## src/rtl/core_pkg.sv

```systemverilog
// Shared core definitions: RV64 major opcodes, fetch FSM states and the default reset PC.
package core_pkg;

  localparam logic [63:0] DefaultResetPc = 64'h0;

  localparam logic [6:0] OpLoad    = 7'b0000011;
  localparam logic [6:0] OpOpImm   = 7'b0010011;
  localparam logic [6:0] OpJalr    = 7'b1100111;
  localparam logic [6:0] OpOpImm32 = 7'b0011011;
  localparam logic [6:0] OpStore   = 7'b0100011;
  localparam logic [6:0] OpOp      = 7'b0110011;
  localparam logic [6:0] OpOp32    = 7'b0111011;
  localparam logic [6:0] OpBranch  = 7'b1100011;
  localparam logic [6:0] OpJal     = 7'b1101111;
  localparam logic [6:0] OpAuipc   = 7'b0010111;
  localparam logic [6:0] OpLui     = 7'b0110111;

  typedef enum logic [1:0] {
    StIdle,
    StReq,
    StWait,
    StDrop
  } fetch_state_e;

  function automatic logic opcode_supported(input logic [6:0] op);
    case (op)
      OpLoad, OpOpImm, OpJalr, OpOpImm32, OpStore, OpOp,
      OpOp32, OpBranch, OpJal, OpAuipc, OpLui: return 1'b1;
      default: return 1'b0;
    endcase
  endfunction

endpackage

```

## src/rtl/fetch_buffer.sv

```systemverilog
// Two-entry synchronous FIFO for fetched entries; flush empties it, push and pop may coincide.
module fetch_buffer #(
  parameter int unsigned Width = 96
) (
  input  logic             clk,
  input  logic             rst,
  input  logic             flush,
  input  logic             push,
  input  logic [Width-1:0] push_data,
  input  logic             pop,
  output logic [Width-1:0] head_data,
  output logic [1:0]       count
);

  logic [Width-1:0] mem_q [2];
  logic             wr_ptr_q;
  logic             rd_ptr_q;
  logic [1:0]       count_q;
  logic             do_push;
  logic             do_pop;

  assign do_pop  = pop && (count_q != 2'd0);
  assign do_push = push && ((count_q != 2'd2) || do_pop);

  always_ff @(posedge clk) begin
    if (rst || flush) begin
      wr_ptr_q <= 1'b0;
      rd_ptr_q <= 1'b0;
      count_q  <= 2'd0;
    end else begin
      if (do_push) wr_ptr_q <= ~wr_ptr_q;
      if (do_pop)  rd_ptr_q <= ~rd_ptr_q;
      count_q <= count_q + {1'b0, do_push} - {1'b0, do_pop};
    end
  end

  always_ff @(posedge clk) begin
    if (do_push && !flush) mem_q[wr_ptr_q] <= push_data;
  end

  // Empty buffer presents zeros so the decoder-facing fields are clean after reset/flush.
  assign head_data = (count_q != 2'd0) ? mem_q[rd_ptr_q] : '0;
  assign count     = count_q;

endmodule

```

## src/rtl/fetch_unit.sv

```systemverilog
// Instruction fetch: single outstanding memory read, 2-entry decode buffer, redirect flush.
// Define FETCH_ILLEGAL_CHECK_EN to flag unsupported major opcodes per buffered entry.
module fetch_unit
  import core_pkg::*;
#(
  parameter logic [63:0] RESET_PC = DefaultResetPc
) (
  input  logic        i_clk,
  input  logic        i_rst,
  output logic        o_mem_req_valid,
  input  logic        i_mem_req_ready,
  output logic [63:0] o_mem_addr,
  input  logic        i_mem_rsp_valid,
  input  logic [31:0] i_mem_rsp_data,
  input  logic        i_redirect,
  input  logic [63:0] i_redirect_pc,
  output logic        o_instr_valid,
  input  logic        i_instr_ready,
  output logic [31:0] o_instr,
  output logic [63:0] o_instr_pc,
  output logic        o_instr_illegal
);

`ifdef FETCH_ILLEGAL_CHECK_EN
  localparam int unsigned EntryWidth = 97;
`else
  localparam int unsigned EntryWidth = 96;
`endif

  fetch_state_e          state_q, state_d;
  logic [63:0]           pc_q, pc_d;
  logic [63:0]           req_pc_q, req_pc_d;
  logic                  req_fire;
  logic                  buf_push;
  logic                  buf_pop;
  logic [1:0]            buf_count;
  logic [EntryWidth-1:0] push_entry;
  logic [EntryWidth-1:0] head_entry;

  // In REQ nothing is outstanding, so the reservation reduces to a free buffer slot.
  assign o_mem_req_valid = (state_q == StReq) && (buf_count != 2'd2);
  assign o_mem_addr      = pc_q;
  assign req_fire        = o_mem_req_valid && i_mem_req_ready;

  assign buf_push = (state_q == StWait) && i_mem_rsp_valid && !i_redirect;
  assign buf_pop  = o_instr_valid && i_instr_ready && !i_redirect;

`ifdef FETCH_ILLEGAL_CHECK_EN
  assign push_entry      = {req_pc_q, i_mem_rsp_data, ~opcode_supported(i_mem_rsp_data[6:0])};
  assign o_instr_illegal = head_entry[0];
`else
  assign push_entry      = {req_pc_q, i_mem_rsp_data};
  assign o_instr_illegal = 1'b0;
`endif

  assign o_instr_pc    = head_entry[EntryWidth-1 -: 64];
  assign o_instr       = head_entry[EntryWidth-65 -: 32];
  assign o_instr_valid = (buf_count != 2'd0);

  fetch_buffer #(
    .Width(EntryWidth)
  ) u_buffer (
    .clk      (i_clk),
    .rst      (i_rst),
    .flush    (i_redirect),
    .push     (buf_push),
    .push_data(push_entry),
    .pop      (buf_pop),
    .head_data(head_entry),
    .count    (buf_count)
  );

  always_comb begin
    state_d  = state_q;
    pc_d     = pc_q;
    req_pc_d = req_pc_q;

    if (req_fire) begin
      req_pc_d = pc_q;
      pc_d     = pc_q + 64'd4;
    end

    unique case (state_q)
      StIdle: state_d = StReq;
      StReq: begin
        // A request issued alongside a redirect is still in flight and must be discarded.
        if (req_fire) state_d = i_redirect ? StDrop : StWait;
      end
      StWait: begin
        if (i_mem_rsp_valid) state_d = StReq;
        else if (i_redirect) state_d = StDrop;
      end
      StDrop: begin
        if (i_mem_rsp_valid) state_d = StReq;
      end
    endcase

    if (i_redirect) pc_d = i_redirect_pc;
  end

  always_ff @(posedge i_clk) begin
    if (i_rst) begin
      state_q  <= StIdle;
      pc_q     <= RESET_PC;
      req_pc_q <= 64'h0;
    end else begin
      state_q  <= state_d;
      pc_q     <= pc_d;
      req_pc_q <= req_pc_d;
    end
  end

endmodule

```

## config.mk

```make
export PLATFORM = sky130hd
export DESIGN_NAME = fetch_unit
export DESIGN_NICKNAME = d
export VERILOG_FILES = /design/src/rtl/core_pkg.sv /design/src/rtl/fetch_buffer.sv /design/src/rtl/fetch_unit.sv
export SDC_FILE = /design/constraint.sdc
export NUM_CORES = 1
export LEC_CHECK = 0
export ABC_CLOCK_PERIOD_IN_PS = 16100
export CELL_PAD_IN_SITES_DETAIL_PLACEMENT = 1
export CELL_PAD_IN_SITES_GLOBAL_PLACEMENT = 1
export CORE_ASPECT_RATIO = 1.4
export CORE_MARGIN = 4
export CORE_UTILIZATION = 44
export DETAILED_ROUTE_END_ITERATION = 8
export GPL_ROUTABILITY_DRIVEN = 0
export PLACE_DENSITY_LB_ADDON = 0.1
export SLEW_MARGIN = 20
export SYNTH_ARGS = -nofsm -noshare
export SYNTH_HDL_FRONTEND = slang
export SYNTH_SLANG_ARGS = --single-unit
export TNS_END_PERCENT = 50
```

## constraint.sdc

```tcl
create_clock -name i_clk -period 16.1 [get_ports i_clk]
set_input_delay 2.415 -clock i_clk [delete_from_list [all_inputs] [get_ports i_clk]]
set_output_delay 2.415 -clock i_clk [all_outputs]
set_load 0.01 [all_outputs]
```

==> impl_metrics.ini <==
[status]
status = finished clean

[pwr]
power_density_nw_per_um2 = 105.3
peakVddDrop_mv = 0.07557
p_leak_nw = 5.526

[cells_and_area]
layout_commonest_cell = clkdlybuf4s50_1
fin_nets = 1563
fill_cells = 3215
final_core_util_pct = 57.90
layout-drive-gt1-share_pct = 4.730
most-common-layout-cells = clkdlybuf4s50_1, edfxtp_1, nor2_1
areaGrowthSynthToFinish_pct = 28.65

[die]
die_h_um = 216.0
start_util_pct = 45.01
rows = 75
core_area_um2 = 30220
io_pins = 265
die_x_um = 156.6
die-area_um2 = 33830

[clocking]
clock-sinks = 327
cts_tree = yes
clk_latency_ns = 0.55
post_cts_buffers = 0
cts_inserted_buffers = 31
cts_resized = 0
clockRootBuffer = clkbuf_16
clock_path_buffers = 3
htreeDepth = 1
clkTransAtPathRegs_ns = 0.06
hold_buffers = 0

[logic_synthesis]
synthesis.nets = 1337
avgSynthCellArea_um2 = 11.06
ys_seq_area_share_pct = 62.26
syn_area_um2 = 13600
synthDistinctLibCells = 54
async_reset_ff_share_pct = 0
synth_cells = 1230
yosysWarnings = 0
synth_seq_cells = 327
ys.flop_type = edfxtp_1
synth_edf_count = 192

[sta]
rsz0062_at_grt = false
hold_viol_final = 0
skew_ns = 0.01126
period_share_pct = 35.19
max_slew.worst_pin.slew_ns = 1.025
setup-violations-final = 0
report.final.slew_viol_count = 0
final.setup.tns_ns = 0
final.min_clock_period_ns = 5.666
max_freq_mhz = 176.5
maxSlewHeadroom_pct = 31.64

[worst_setup_path]
criticalPathCategory = flop to primary output
endpoint_kind = primary output
rr_startpoint = o_mem_addr[16]$_SDFFE_PP0P_
crit_arrival_ns = 3.25
critPathLaunchType = flop
rrSetupSlack_ns = 12.76
path_max_fanout = 59
critPathRequiredTime_ns = 13.69

[global_route]
grt_max_degree = 74
grt_pass1_wl_mm = 60.64
grt_overflow_total = 0
grt_use_total_pct = 22.38
grt_pass1_vias = 10850
grt_antenna_before_repair = 2

[drt]
drc = 0
vias = 10304
firstDrtPassIters = 5
routedWlPerCell_um = 20.66
drt-total-wl_mm = 38.55
drt_iter0_drc = 471
postRouteAntennaNets = 0
viasPerCell = 5.522

[worst_hold_path]
hp-class = flop to flop
min_from = req_pc_q[55]$_SDFFE_PP0P_

[run]
max_cap_violations = 0

[placement]
hpwlAfterDp_mm = 26.10
portBuffers = 263
==> power breakdown <==
part / total, W / leakage [nW] / switching, W / internal, W
registers: 0.000954 / 2.97 / 0.0000354 / 0.000918
logic: 0.000185 / 2.08 / 0.000107 / 0.0000781
clock network: 0.000704 / 0.477 / 0.000303 / 0.000401
total: 0.00184 / 5.53 / 0.000445 / 0.00140
==> registers in the layout (all words and copies together), names as in the netlist, named ones only <==
| name | cells |
|---|---|
| u_buffer.mem_q | 192 |
| req_pc_q | 64 |
| u_buffer.wr_ptr_q | 1 |
| o_mem_addr | 64 |
| u_buffer.rd_ptr_q | 1 |
| state_q | 2 |
| u_buffer.count | 2 |
==> metal layers <==
metal | GRT usage [%] | share of wire (%) | wire (um)
met1 | 28.23 | 42 | 16120
met2 | 40.47 | 52 | 19960
met3 | 3.146 | 4.1 | 1582
met4 | 5.065 | 2.2 | 842
met5 | 0 | 0.088 | 34
==> synth_stat cells (all sizes together), types with 2 or more instances <==
cell / number / area (um2)
xnor2: 18 / 157.7
o21ai: 14 / 70.07
a311oi: 33 / 289.0
and2: 6 / 37.53
a211oi: 25 / 187.7
o21bai: 2 / 15.01
inv: 16 / 60.06
nor4: 11 / 68.82
o211ai: 4 / 30.03
nand2: 166 / 623.1
clkbuf: 66 / 249.0
or3: 17 / 111.4
a2111oi: 6 / 52.55
nand4: 20 / 137.6
dfxtp: 135 / 2703
ha: 5 / 62.56
nor2: 173 / 649.4
mux2i: 99 / 991.0
nand3: 32 / 160.2
buf: 13 / 56.30
and3: 11 / 68.82
or2: 5 / 31.28
a21oi: 68 / 340.3
nor4b: 4 / 35.03
nor2b: 5 / 31.28
or4: 22 / 167.7
nor3: 16 / 80.08
o31ai: 12 / 90.09
edfxtp: 192 / 5766
xor2: 10 / 87.58
and4: 9 / 78.83
==> final cells by class <==
type | instances | area, um2 | share of cell area [%]
timing repair buffer | 272 | 2693 | 15.39
clock buffer | 44 | 854.6 | 4.884
antenna | 1 | 2.502 | 0.01430
multi-input combinational | 807 | 4801 | 27.44
sequential | 327 | 8472 | 48.42
clock inverter | 13 | 127.6 | 0.7294
tap | 385 | 481.7 | 2.753
inverter | 17 | 65.06 | 0.3719
==> path summary, 6_finish.rpt <==
path	to	cells past startpoint
max	o_instr_pc[57]	4
min	u_buffer.mem_q[0][87]$_DFFE_PP_	0
max reg2reg	o_mem_addr[54]$_SDFFE_PP0P_	5
min reg2reg	u_buffer.mem_q[0][87]$_DFFE_PP_	0
==> kinds of logic (layout without fill, tap and decap cells) <==
logic type | Yosys count | after routing | share of synthesized area [%]
AOI/OAI and AO/OA | 172 | 172 | 8.381
xor gates and xnor gates | 28 | 28 | 1.803
adders and majority gates | 5 | 5 | 0.4600
buffers and inverters | 96 | 346 | 2.714
DFF | 327 | 327 | 62.26
muxes | 99 | 99 | 7.286
other | 1 | 2 | 0.02757
and+or+nand+nor | 502 | 502 | 17.07
==> stage by stage <==
step / cell area (um2) / power [W] / setup WS [ns] / hold slack (ns) / cells
2_1_floorplan: 13600 / 0.001058 / 8.789 / 0.4254 / 1230
3_3_place_gp: 16510 / 0.001150 / 10.78 / 0.4295 / 1808
3_5_place_dp: 16510 / 0.001158 / 10.63 / 0.4398 / 1808
4_1_cts: 17490 / 0.001860 / 10.36 / 0.4523 / 1865
5_1_grt: 17490 / 0.001917 / 10.25 / 0.4674 / 1865
6_report: 17500 / 0.001843 / 10.43 / 0.4546 / 1866
==> critical path, stage by stage (launching register included) <==
cell	delay (ns)
dfxtp_4	0.81
buf_4	0.90
mux2i_1	0.20
nor2_1	0.18
clkdlybuf4s50_1	0.56
Power figures use the tool's default switching activity.
